### src/rtl/sha_ctrl_pkg.sv
// Shared types and constants for the SHA-256 block controller and compression core.
package sha_ctrl_pkg;

  typedef enum logic [2:0] {
    StIdle,
    StInit,
    StRound,
    StFinal,
    StDone
  } ctrl_state_e;

  localparam int unsigned ROUNDS_DEFAULT = 64;

  localparam logic [31:0] H0 = 32'h6a09e667;
  localparam logic [31:0] H1 = 32'hbb67ae85;
  localparam logic [31:0] H2 = 32'h3c6ef372;
  localparam logic [31:0] H3 = 32'ha54ff53a;
  localparam logic [31:0] H4 = 32'h510e527f;
  localparam logic [31:0] H5 = 32'h9b05688c;
  localparam logic [31:0] H6 = 32'h1f83d9ab;
  localparam logic [31:0] H7 = 32'h5be0cd19;

  function automatic logic [31:0] sha256_iv(input logic [2:0] idx);
    logic [31:0] iv;
    unique case (idx)
      3'd0:    iv = H0;
      3'd1:    iv = H1;
      3'd2:    iv = H2;
      3'd3:    iv = H3;
      3'd4:    iv = H4;
      3'd5:    iv = H5;
      3'd6:    iv = H6;
      default: iv = H7;
    endcase
    return iv;
  endfunction

endpackage

### src/rtl/sha256_round_ctrl.sv
// Sequences one SHA-256 compression per block: init, ROUNDS gated rounds, hash update, done.
module sha256_round_ctrl
  import sha_ctrl_pkg::*;
#(
  parameter int unsigned ROUNDS = ROUNDS_DEFAULT,
  parameter int unsigned T_W    = 6
) (
  input  logic           clk,
  input  logic           rst_n,
  input  logic           start,
  input  logic           first_block,
  input  logic           abort,
  input  logic           sched_valid,
  output logic           ready,
  output logic           sched_init,
  output logic           sched_shift,
  output logic [T_W-1:0] sched_t,
  output logic           h_init,
  output logic           ctx_load,
  output logic           round_en,
  output logic           h_update,
  output logic           busy,
  output logic           done
);

  localparam logic [T_W-1:0] TLast = T_W'(ROUNDS - 1);

  ctrl_state_e    state_q, state_d;
  logic [T_W-1:0] t_q, t_d;
  logic           first_q, first_d;

  always_ff @(posedge clk or negedge rst_n) begin
    if (!rst_n) begin
      state_q <= StIdle;
      t_q     <= '0;
      first_q <= 1'b0;
    end else begin
      state_q <= state_d;
      t_q     <= t_d;
      first_q <= first_d;
    end
  end

  always_comb begin
    state_d = state_q;
    t_d     = t_q;
    first_d = first_q;
    unique case (state_q)
      StIdle: begin
        // abort outranks a simultaneous start
        if (start && !abort) begin
          state_d = StInit;
          first_d = first_block;
        end
      end
      StInit: begin
        t_d     = '0;
        state_d = abort ? StIdle : StRound;
      end
      StRound: begin
        if (abort) begin
          state_d = StIdle;
          t_d     = '0;
        end else if (sched_valid) begin
          if (t_q == TLast) begin
            state_d = StFinal;
            t_d     = '0;
          end else begin
            t_d = t_q + 1'b1;
          end
        end
      end
      StFinal: begin
        state_d = abort ? StIdle : StDone;
        t_d     = '0;
      end
      StDone: begin
        state_d = StIdle;
        t_d     = '0;
      end
      default: begin
        state_d = StIdle;
        t_d     = '0;
      end
    endcase
  end

  // Strobes decode from registered state; abort masks every one of them.
  always_comb begin
    ready       = 1'b0;
    busy        = 1'b1;
    sched_init  = 1'b0;
    ctx_load    = 1'b0;
    h_init      = 1'b0;
    round_en    = 1'b0;
    sched_shift = 1'b0;
    h_update    = 1'b0;
    done        = 1'b0;
    unique case (state_q)
      StIdle: begin
        ready = 1'b1;
        busy  = 1'b0;
      end
      StInit: begin
        sched_init = !abort;
        ctx_load   = !abort;
        h_init     = first_q && !abort;
      end
      StRound: begin
        round_en    = sched_valid && !abort;
        sched_shift = sched_valid && !abort;
      end
      StFinal: h_update = !abort;
      StDone:  done     = !abort;
      default: ;
    endcase
  end

  assign sched_t = t_q;

endmodule

### config.mk
export PLATFORM = sky130hd
export DESIGN_NAME = sha256_round_ctrl
export DESIGN_NICKNAME = d
export VERILOG_FILES = /design/src/rtl/sha_ctrl_pkg.sv /design/src/rtl/sha256_round_ctrl.sv
export SDC_FILE = /design/constraint.sdc
export NUM_CORES = 1
export LEC_CHECK = 0
export CORE_AREA = 2 2 39 41
export CTS_CLUSTER_SIZE = 25
export DETAILED_ROUTE_END_ITERATION = 8
export DIE_AREA = 0 0 41 43
export DONT_BUFFER_PORTS = 1
export PLACE_DENSITY = 0.58
export SYNTH_ARGS = -nofsm -noshare
export SYNTH_HDL_FRONTEND = slang
export SYNTH_SLANG_ARGS = --single-unit
### constraint.sdc
create_clock -name clk -period 1.9 [get_ports clk]
set_clock_uncertainty 0.15 [all_clocks]
set_input_delay 0 -clock clk [delete_from_list [all_inputs] [get_ports clk]]
set_output_delay 0 -clock clk [all_outputs]
set_load 0.01 [all_outputs]
=== Word-level counts from Yosys, hierarchy flattened ===
Cells that the tools add are included.

* Logic and storage cells: 39
* Latch bits: 0
* Output and inout bits: 15
* Memories: 0
* Input port bits: 6
* Register bits after elaboration: 10
* Memory bits (writable): 0
* Bits in read-only memories: 0

* Order comparisons: 0
* Shift operators: 0
* Muxes and demuxes: 18
* Div/mod/pow operators: 0
* Reductions and logical operators: 8
* Bitwise gates (word level): 1
* Multipliers: 0
* Add/subtract/negate cells: 1
* Eq/ne operators: 8

{| class="wikitable"
|+ Operators by type and width
! cell !! number
|-
| 6-bit 2-to-1 mux || 3
|-
| 3-bit 2-to-1 mux || 5
|-
| 3-bit case mux with 4 select lines || 1
|-
| 6-bit case mux with 2 select lines || 1
|-
| 1-bit 2-to-1 mux || 7
|-
| 6-bit by 1-bit adder with 6-bit output, second input constant || 1
|-
| 3-bit by 2-bit equality test with 1-bit output, second input constant || 2
|-
| 6-bit equality test, second input constant || 1
|-
| 3-bit inequality test, second input constant || 2
|-
| 2-bit AND reduction || 2
|-
| 3-bit by 1-bit equality test with 1-bit output, second input constant || 1
|-
| 3-bit equality test, second input constant || 1
|-
| 1-bit logical AND || 3
|-
| 3-bit logical NOT || 1
|-
| 3-bit AND reduction || 1
|-
| 2-bit 2-to-1 mux || 1
|-
| 2-bit inequality test, second input constant || 1
|-
| 1-bit logical NOT || 1
|-
| 1-bit inverter || 1
|}

=== Longest topological paths before layout ===
Gate-level depths: netlist (run 1).

* Depth in word-level cells: 5
* Mapped depth: 5
* Mapped depth without buffers: 5

=== Worst setup path before layout (run 1) ===
No wires, ideal clock.

* Kind: register to register
* Start: register t_q[0], in the netlist sched_t[0]
* End: register t_q[5], in the netlist sched_t[5]
* Path buffers: 0
* Arrival: 1.263 ns
* Path slack: 0.367 ns
* Period minus slack after synthesis: 1.533 ns
* Required time: 1.629 ns
* Setup time: 0.121 ns
* Stages on the path, launching flop included: 6
* Cells stage by stage: dfrtp_1 ha_1 nand3_1 o21ai_2 o21ai_1 a22o_1

* Longest elaborated chain between the ends: 5

{| class="wikitable"
|+ Ends and longest elaborated chain
! item !! line !! source
|-
| start: declaration || sha256_round_ctrl.sv:29 || <nowiki>logic [T_W-1:0] t_q, t_d;</nowiki>
|-
| start signal: assignment || sha256_round_ctrl.sv:39 || <nowiki>t_q <= t_d;</nowiki>
|-
| 6-bit by 1-bit adder with 6-bit output / 6-bit equality test (equally long branches) || sha256_round_ctrl.sv:69, sha256_round_ctrl.sv:65 ||
|-
| 6-bit 2-to-1 mux * || sha256_round_ctrl.sv:65 || <nowiki>if (t_q == TLast) begin</nowiki>
|-
| 6-bit 2-to-1 mux * || sha256_round_ctrl.sv:64 || <nowiki>end else if (sched_valid) begin</nowiki>
|-
| 6-bit 2-to-1 mux * || sha256_round_ctrl.sv:61 || <nowiki>if (abort) begin</nowiki>
|-
| 6-bit case mux with 2 select lines * || sha256_round_ctrl.sv:48 || <nowiki>unique case (state_q)</nowiki>
|}

Every way passes the cells marked *; elsewhere a longest branch is shown, timed or not. The select of a mux whose other input is x is not followed.
A chain may end at the register's enable or synchronous reset.

=== Worst setup path in the final report (run 1) ===
Ends and elaborated chain as after synthesis.

==> impl_metrics.py, run 1 <==
metrics = {
    "min_path": {
        "holdPathStages": 2,
        "hp-class": "in2reg",
    },
    "cells_and_area": {
        "layout-area-overhead-vs-synth_pct": 20.3,
        "fillers": 134,
        "final_common_cell": "dfrtp_1",
        "most-common-layout-cells": "10 x dfrtp_1, 7 x nand2_1, 6 x nor2_1, 6 x dlygate4sd3_1",
        "final_core_util": 0.510,
        "drive_above_1_share": 0.181,
        "finalNonFillerCells": 88,
        "stdcell_area_um2": 706,
        "layout.nets": 80,
        "diodes": 0,
    },
    "clock_tree": {
        "ctsResizeCount": 0,
        "cts_setup_buffers": 0,
        "cts_hold_buf": 6,
        "worstSkewPairLatency_ns": 0.27,
        "cts_tree": "yes",
        "clock_path_buffers": 2,
        "cts.sink_count": 10,
        "cts_buffers": 3,
        "clock-root-buffer": "clkbuf_4",
        "htree_levels": 1,
        "clk_pin_slew_ns": 0.07,
    },
    "setup_path": {
        "start_kind": "flop",
        "reg2reg_depth": 5,
        "endpoint_kind": "flop",
        "arrival_ns": 1.67,
        "crit_type": "reg2reg",
        "required_ns": 1.91,
        "critPathMaxFanout": 5,
    },
    "timing": {
        "fin_crit_ns": 1.66,
        "drv_slew": 0,
        "worst_slack_ns": 0.245,
        "tns_ns": 0,
        "fin_crit_sh": 0.871,
        "grt_setup_unrepaired": "no",
        "holdWs_ns": 0.245,
        "slew_headroom": 0.635,
        "hold_viol_final": 0,
        "setup_viol": 0,
        "timing.fmax_mhz": 604,
        "tightest_slew_ns": 0.540,
    },
    "flow_run": {
        "maxCapViolCount": 0,
    },
    "pwr": {
        "p_comb_frac": 0.198,
        "power.switching_mw": 0.161,
        "power_density_nw_per_um2": 784,
        "p_leak_nw": 0.314,
        "power_frac_clock": 0.349,
        "swShare": 0.292,
        "finalPower_mw": 0.553,
        "ir_drop_v": 0.000471,
        "p_int_mw": 0.392,
        "seqPwrFrac": 0.453,
    },
    "global_route": {
        "grt_pass1_wl_mm": 2.13,
        "grtUsageMet3": 0.0628,
        "overflow": 0,
        "grt_usage": 0.182,
        "antenna_found_initial": 0,
        "grt_use_met2": 0.253,
        "grt_max_degree": 11,
        "busiest_layer": "met2",
        "met1_usage": 0.236,
        "grt_pass1_vias": 485,
    },
    "placement": {
        "detailedPlace.worstSlack_ns": 0.247,
        "io_buffers": 0,
        "dpl-instance-area_um2": 609,
        "dp_hpwl_um": 876,
        "dp_cells": 78,
        "place_congestion": 0.810,
    },
    "logic_synthesis": {
        "avgSynthCellArea_um2": 9.46,
        "yosysTopAreaCell": "dfrtp_1",
        "yosysTopAreaCellShare": 0.426,
        "seq_area_frac_synth": 0.426,
        "ys_ff_latch": 10,
        "synth_warnings": 0,
        "synthTopCellsByArea": "dfrtp_1 43%, nand2_1 4.5%, a22o_1 4.5%",
        "ys.flop_type": "dfrtp_1",
        "syn_inst": 62,
        "syn_area_um2": 587,
        "yosysUniqueCellTypes": 27,
        "syn_nets": 69,
        "async_flop_share": 1.00,
        "synth-edff-count": 0,
    },
    "routing": {
        "vias": 491,
        "wirelength_mm": 1.21,
        "firstDrtPassIters": 2,
        "route.detailed.drc": 0,
        "ant_nets": 0,
        "vias_per_cell": 5.58,
        "drt-initial-drc-count": 2,
        "avgRoutedWirePerCell_um": 13.7,
    },
    "status": {
        "status": "finished clean",
    },
    "floorplanning": {
        "die_area_um2": 1760,
        "core_area_um2": 1380,
        "dieWidth_um": 41,
        "fp.dieH_um": 43,
        "start_util": 0.424,
        "io_pins": 21,
        "rows": 14,
    },
}
[worst paths after layout]
check                       startpoint          to  slack (ns)
max reg2reg                 sched_t[0]  sched_t[5]        0.24
min in group asynchronous        rst_n  state_q[0]        0.51
min reg2reg                    first_q     first_q        0.34
min                        first_block     first_q        0.24
max in group asynchronous        rst_n  sched_t[1]        0.75
max                         sched_t[0]  sched_t[5]        0.24
[cells by family (layout without fill, tap and decap cells)]
| family | after synthesis | in the layout | synth area share |
|---|---|---|---|
| compound gates | 16 | 16 | 0.186 |
| flops | 10 | 10 | 0.426 |
| mux | 2 | 2 | 0.0362 |
| buf+inv | 5 | 15 | 0.0469 |
| fa+ha+maj | 1 | 1 | 0.0213 |
| simple gates | 28 | 28 | 0.284 |
[layer usage]
layer / share of wire / vias to the layer above
li1: - / 241
met1: 0.44 / 226
met2: 0.46 / 19
met3: 0.072 / 5
met4: 0.027 / 0
met5: 0 / -
[synth_stat cells (2+ instances only)]
cell type   n
inv_1       2
and3_2      2
o21ai_0     2
dfrtp_1    10
nor3_1      2
a211oi_1    2
o21ai_1     3
a22o_1      3
and2_1      2
buf_4       2
nor2_1      6
o21ai_2     2
nor2b_1     2
nand3_1     2
nand2_1     7
a21oi_1     2
[layout make-up]
class / instances / area [µm²] / share of cell area
multi-input cells: 47 / 309 / 0.438
flip-flops and latches: 10 / 250 / 0.355
repair buffers: 9 / 82.6 / 0.117
clock buffers: 4 / 36.3 / 0.0514
well taps: 16 / 20.0 / 0.0284
inverters: 2 / 7.51 / 0.0106
[power groups by stage]
stage	Sequential [mW]	Combinational (mW)	Clock, mW
CTS	0.251	0.111	0.197
global route	0.255	0.128	0.212
detailed placement	0.255	0.0940	0
finish	0.251	0.110	0.193
global placement	0.255	0.0939	0
floorplan	0.251	0.0771	0
[worst max-delay path, cell delays in order (launching register included)]
cell,delay (ns)
dfrtp_1,0.45
ha_1,0.21
nand3_1,0.16
o21ai_2,0.25
o21ai_1,0.10
a22o_1,0.22
[flip-flops by register name, indices dropped and copies added (netlist names)]
register	cells
state_q	3
sched_t	6
first_q	1
(Power assumes the default switching activity.)
==> run 2, diff against run 1 <==
==> constraint.sdc (replaced) <==
create_clock -name clk -period 1.67 [get_ports clk]
set_clock_uncertainty 0.15 [all_clocks]
set_input_delay 0 -clock clk [delete_from_list [all_inputs] [get_ports clk]]
set_output_delay 0 -clock clk [all_outputs]
set_load 0.01 [all_outputs]
==> impl_metrics.py, run 2 (synthesized netlist as in run 1, its figures left out) <==
metrics = {
    "clock_tree": {
        "cts.sink_count": 10,
        "htree_levels": 1,
        "cts_buffers": 3,
        "clock-root-buffer": "clkbuf_4",
        "cts_tree": "yes",
        "worstSkewPairLatency_ns": 0.27,
        "clk_pin_slew_ns": 0.06,
        "clock_path_buffers": 2,
    },
    "floorplanning": {
        "rows": 14,
        "die_area_um2": 1760,
        "io_pins": 21,
        "dieWidth_um": 41,
        "start_util": 0.424,
        "core_area_um2": 1380,
        "fp.dieH_um": 43,
    },
    "setup_path": {
        "endpoint_kind": "output port",
        "critPathMaxFanout": 5,
        "required_ns": 1.52,
        "arrival_ns": 1.45,
        "critPathTopFamily": "flip-flops",
        "cp.buffers_inverters": 2,
        "slowest_delay_ns": 0.44,
        "crit_slowest_cell": "dfrtp_1",
        "crit_type": "reg2out",
        "path_cells": "buf_4 > nand3b_1 > nor2_2 > buf_4",
        "worst_path_most_repeated_cell": "buf_4",
        "start_kind": "flop",
    },
    "pwr": {
        "p_leak_nw": 0.352,
        "p_comb_frac": 0.256,
        "power_frac_clock": 0.277,
        "power_density_nw_per_um2": 782,
        "power.switching_mw": 0.184,
        "ir_drop_v": 0.000421,
        "seqPwrFrac": 0.467,
        "p_int_mw": 0.414,
        "swShare": 0.308,
    },
    "routing": {
        "route.detailed.drc": 0,
        "firstDrtPassIters": 4,
        "vias": 539,
        "vias_per_cell": 5.61,
        "wirelength_mm": 1.31,
        "ant_nets": 0,
        "drt-initial-drc-count": 3,
        "avgRoutedWirePerCell_um": 13.6,
    },
    "global_route": {
        "antenna_found_initial": 0,
        "grt_pass1_wl_mm": 2.13,
        "grt_usage": 0.186,
        "grt_max_degree": 11,
        "overflow": 0,
        "grt_pass1_vias": 502,
    },
    "cells_and_area": {
        "final_core_util": 0.552,
        "drive_above_1_share": 0.288,
        "diodes": 0,
        "most-common-layout-cells": "12 x buf_4, 10 x dfrtp_1, 7 x nand2_1",
        "final_common_cell": "buf_4",
        "layout-area-overhead-vs-synth_pct": 30.3,
        "largest_reg_flops": 6,
        "regArea_um2": 250,
        "multi_input_area_um2": 314,
        "fillers": 135,
        "layout.nets": 89,
    },
    "timing": {
        "setup_viol": 0,
        "drv_slew": 0,
        "hold_viol_final": 0,
        "tns_ns": 0,
        "fin_crit_ns": 1.60,
        "grt_setup_unrepaired": "no",
        "slew_headroom": 0.685,
        "timing.fmax_mhz": 624,
        "tightest_slew_ns": 0.471,
        "fin_crit_sh": 0.960,
    },
    "status": {
        "status": "finished clean",
    },
    "placement": {
        "io_buffers": 0,
        "dp_hpwl_um": 931,
        "place_congestion": 0.787,
    },
    "flow_run": {
        "maxCapViolCount": 0,
    },
    "min_path": {
        "hp-class": "in2out",
    },
}
-- run 2: cell count changes in the layout (fill, tap and decap cells not counted), sizes merged --
cell,previous run,this run
buf,3,12
clkbuf,4,3
-- run 2: cell type report --
type,instances,share of cell area
Clock buffer,3,0.0295
Timing Repair Buffer,18,0.196
Tap cell,16,0.0262
Sequential cell,10,0.327
Multi-Input combinational cell,47,0.411
Inverter,2,0.00982
-- run 2: worst register-to-register path: cells and delay by family, from the launching register on --
family	cells	cell delay (ns)
compound gates	3	0.57
fa+ha+maj	1	0.18
flops	1	0.35
simple gates	1	0.17
-- run 2: what timing repair did --
| action | CTS | global route |
|---|---|---|
| hold endpoints to repair | 20 | 0 |
| gates resized for setup | 0 | 2 |
| setup endpoints to repair | 0 | 3 |
| setup buffers | 0 | 2 |
| hold buffers | 6 | 0 |
-- run 2: layer usage --
layer / track usage / part of all wire / up-vias / routed length, µm
met2: 0.253 / 0.47 / 17 / 613
met1: 0.230 / 0.43 / 259 / 565
met5: 0 / 0 / - / 0
li1: - / - / 257 / -
met4: 0.140 / 0.031 / 0 / 40
met3: 0.0628 / 0.067 / 6 / 88
-- run 2: through the flow --
stage | area [µm²] | worst slack, ns | hold slack, ns | instances | power (mW)
2_1_floorplan | 587 | 0.137 | -0.446 | 62 | 0.373
3_3_place_gp | 662 | 0.190 | -0.445 | 85 | 0.412
3_5_place_dp | 662 | 0.148 | -0.445 | 85 | 0.412
4_1_cts | 744 | 0.0246 | 0.0122 | 94 | 0.601
5_1_grt | 764 | 0.000266 | 0.0209 | 96 | 0.639
6_report | 764 | 0.0663 | 0.0122 | 96 | 0.598
-- run 2: worst paths after layout --
path / from / to / slack (ns) / depth (start not counted)
setup / recovery: state_q[0] / sched_shift / 0.07 / 4
hold / removal: abort / done / 0.01 / 2
setup reg to reg: sched_t[0] / sched_t[5] / 0.15 / 5
hold reg to reg: first_q / first_q / 0.35 / 1
max in group asynchronous: rst_n / sched_t[0] / 0.54 / 2
min in group asynchronous: rst_n / state_q[0] / 0.51 / 2
-- run 2: power groups by stage --
stage / sequential, mW / combinational [mW] / clock, mW
4_1_cts: 0.279 / 0.147 / 0.174
6_report: 0.279 / 0.153 / 0.165
2_1_floorplan: 0.285 / 0.0878 / 0
5_1_grt: 0.283 / 0.172 / 0.184
3_5_place_dp: 0.284 / 0.128 / 0
3_3_place_gp: 0.283 / 0.129 / 0
==> run 3, diff against run 2 <==
--- a/config.mk
+++ b/config.mk
@@ -5,12 +5,12 @@
 export SDC_FILE = /design/constraint.sdc
 export NUM_CORES = 1
 export LEC_CHECK = 0
-export CORE_AREA = 2 2 39 41
+export CORE_MARGIN = 2
+export CORE_UTILIZATION = 45
 export CTS_CLUSTER_SIZE = 25
 export DETAILED_ROUTE_END_ITERATION = 8
-export DIE_AREA = 0 0 41 43
 export DONT_BUFFER_PORTS = 1
-export PLACE_DENSITY = 0.58
+export PLACE_DENSITY = 0.59
 export SYNTH_ARGS = -nofsm -noshare
 export SYNTH_HDL_FRONTEND = slang
 export SYNTH_SLANG_ARGS = --single-unit
==> impl_metrics.py, run 3 (synthesized netlist as in run 1, its figures left out) <==
metrics = {
    "routing": {
        "ant_nets": 0,
        "wirelength_mm": 1.31,
        "firstDrtPassIters": 4,
        "avgRoutedWirePerCell_um": 14.3,
        "vias": 520,
        "vias_per_cell": 5.65,
        "drt-initial-drc-count": 3,
        "route.detailed.drc": 0,
    },
    "global_route": {
        "grt_pass1_wl_mm": 2.05,
        "overflow": 0,
        "grt_max_degree": 11,
        "grt_usage": 0.198,
        "grt_pass1_vias": 488,
        "antenna_found_initial": 0,
    },
    "timing": {
        "slew_headroom": 0.615,
        "worst_slack_ns": 0.105,
        "timing.fmax_mhz": 639,
        "grt_setup_unrepaired": "no",
        "tightest_slew_ns": 0.569,
        "tns_ns": 0,
        "setup_viol": 0,
        "fin_crit_ns": 1.57,
        "fin_crit_sh": 0.937,
        "drv_slew": 0,
        "hold_viol_final": 0,
    },
    "cells_and_area": {
        "drive_above_1_share": 0.260,
        "diodes": 0,
        "largest_reg_flops": 6,
        "final_core_util": 0.591,
        "layout-area-overhead-vs-synth_pct": 26.2,
        "final_common_cell": "dfrtp_1",
        "layout.nets": 86,
        "most-common-layout-cells": "10 x dfrtp_1, 9 x buf_4, 7 x nand2_1",
    },
    "setup_path": {
        "start_kind": "flop",
        "required_ns": 1.52,
        "arrival_ns": 1.42,
        "critPathMaxFanout": 5,
        "crit_type": "reg2out",
        "endpoint_kind": "output port",
        "r2r_slack_ns": 0.13,
    },
    "status": {
        "status": "finished clean",
    },
    "floorplanning": {
        "rows": 13,
        "fp.dieH_um": 40.1,
        "die_area_um2": 1610,
        "start_util": 0.469,
        "core_area_um2": 1250,
        "io_pins": 21,
        "dieWidth_um": 40.1,
    },
    "pwr": {
        "p_comb_frac": 0.242,
        "finalPower_mw": 0.587,
        "power_frac_clock": 0.279,
        "p_int_mw": 0.406,
        "p_leak_nw": 0.338,
        "power_density_nw_per_um2": 793,
        "seqPwrFrac": 0.479,
        "swShare": 0.308,
        "power.switching_mw": 0.181,
        "ir_drop_v": 0.000400,
    },
    "placement": {
        "place_congestion": 0.822,
        "detailedPlace.worstSlack_ns": 0.147,
        "io_buffers": 0,
        "dp_hpwl_um": 955,
    },
    "clock_tree": {
        "clk_pin_slew_ns": 0.06,
        "cts.sink_count": 10,
        "worstSkewPairLatency_ns": 0.26,
        "cts_tree": "yes",
        "cts_setup_buffers": 0,
        "cts_buffers": 3,
        "clock-root-buffer": "clkbuf_4",
        "clock_path_buffers": 2,
        "htree_levels": 1,
    },
    "flow_run": {
        "maxCapViolCount": 0,
    },
    "min_path": {
        "hp-class": "in2reg",
    },
}
run 3: layout make-up:
type,count,area [µm²]
Tap cell,15,18.8
Fill cell,109,512
Inverter,2,7.51
Timing Repair Buffer,15,128
Sequential cell,10,250
Clock buffer,3,22.5
Multi-Input combinational cell,47,314
run 3: worst max-delay path: stages (launching register included):
cell and delay (ns):
dfrtp_1 0.46, nor2_2 0.19, nand3b_1 0.18, nor2_2 0.15, buf_4 0.16
run 3: power by group through the flow:
| stage | logic, mW | registers [mW] | clock network (mW) |
|---|---|---|---|
| global route | 0.159 | 0.285 | 0.178 |
| CTS | 0.143 | 0.281 | 0.168 |
| global placement | 0.121 | 0.285 | 0 |
| floorplan | 0.0878 | 0.285 | 0 |
| detailed placement | 0.123 | 0.286 | 0 |
| finish | 0.142 | 0.281 | 0.164 |
run 3: routing by layer:
metal,GRT usage,routed length [µm],vias to the layer above
li1,-,-,255
met4,0.103,23,0
met2,0.315,616,17
met3,0.0556,76,4
met1,0.241,595,244
met5,0,0,-
run 3: timing repair:
item,CTS,global route
setup endpoints to repair,0,2
endpoints found under the hold margin,21,0
hold buffers,6,0
resized for setup,0,2
run 3: stage by stage:
step	std cells	hold slack [ns]	instance area, µm²
3_3_place_gp	83	-0.445	653
6_report	92	0.251	741
4_1_cts	92	0.246	736
5_1_grt	92	0.273	741
3_5_place_dp	83	-0.445	653
2_1_floorplan	62	-0.446	587
run 3: worst paths after layout:
kind                             startpoint     endpoint  depth (start not counted)
worst max-delay path             state_q[2]  sched_shift                          4
worst min-delay path            first_block      first_q                          2
worst max register to register   sched_t[0]   sched_t[5]                          5
worst min register to register      first_q      first_q                          1
max in group asynchronous             rst_n   sched_t[0]                          2
min in group asynchronous             rst_n   sched_t[5]                          2
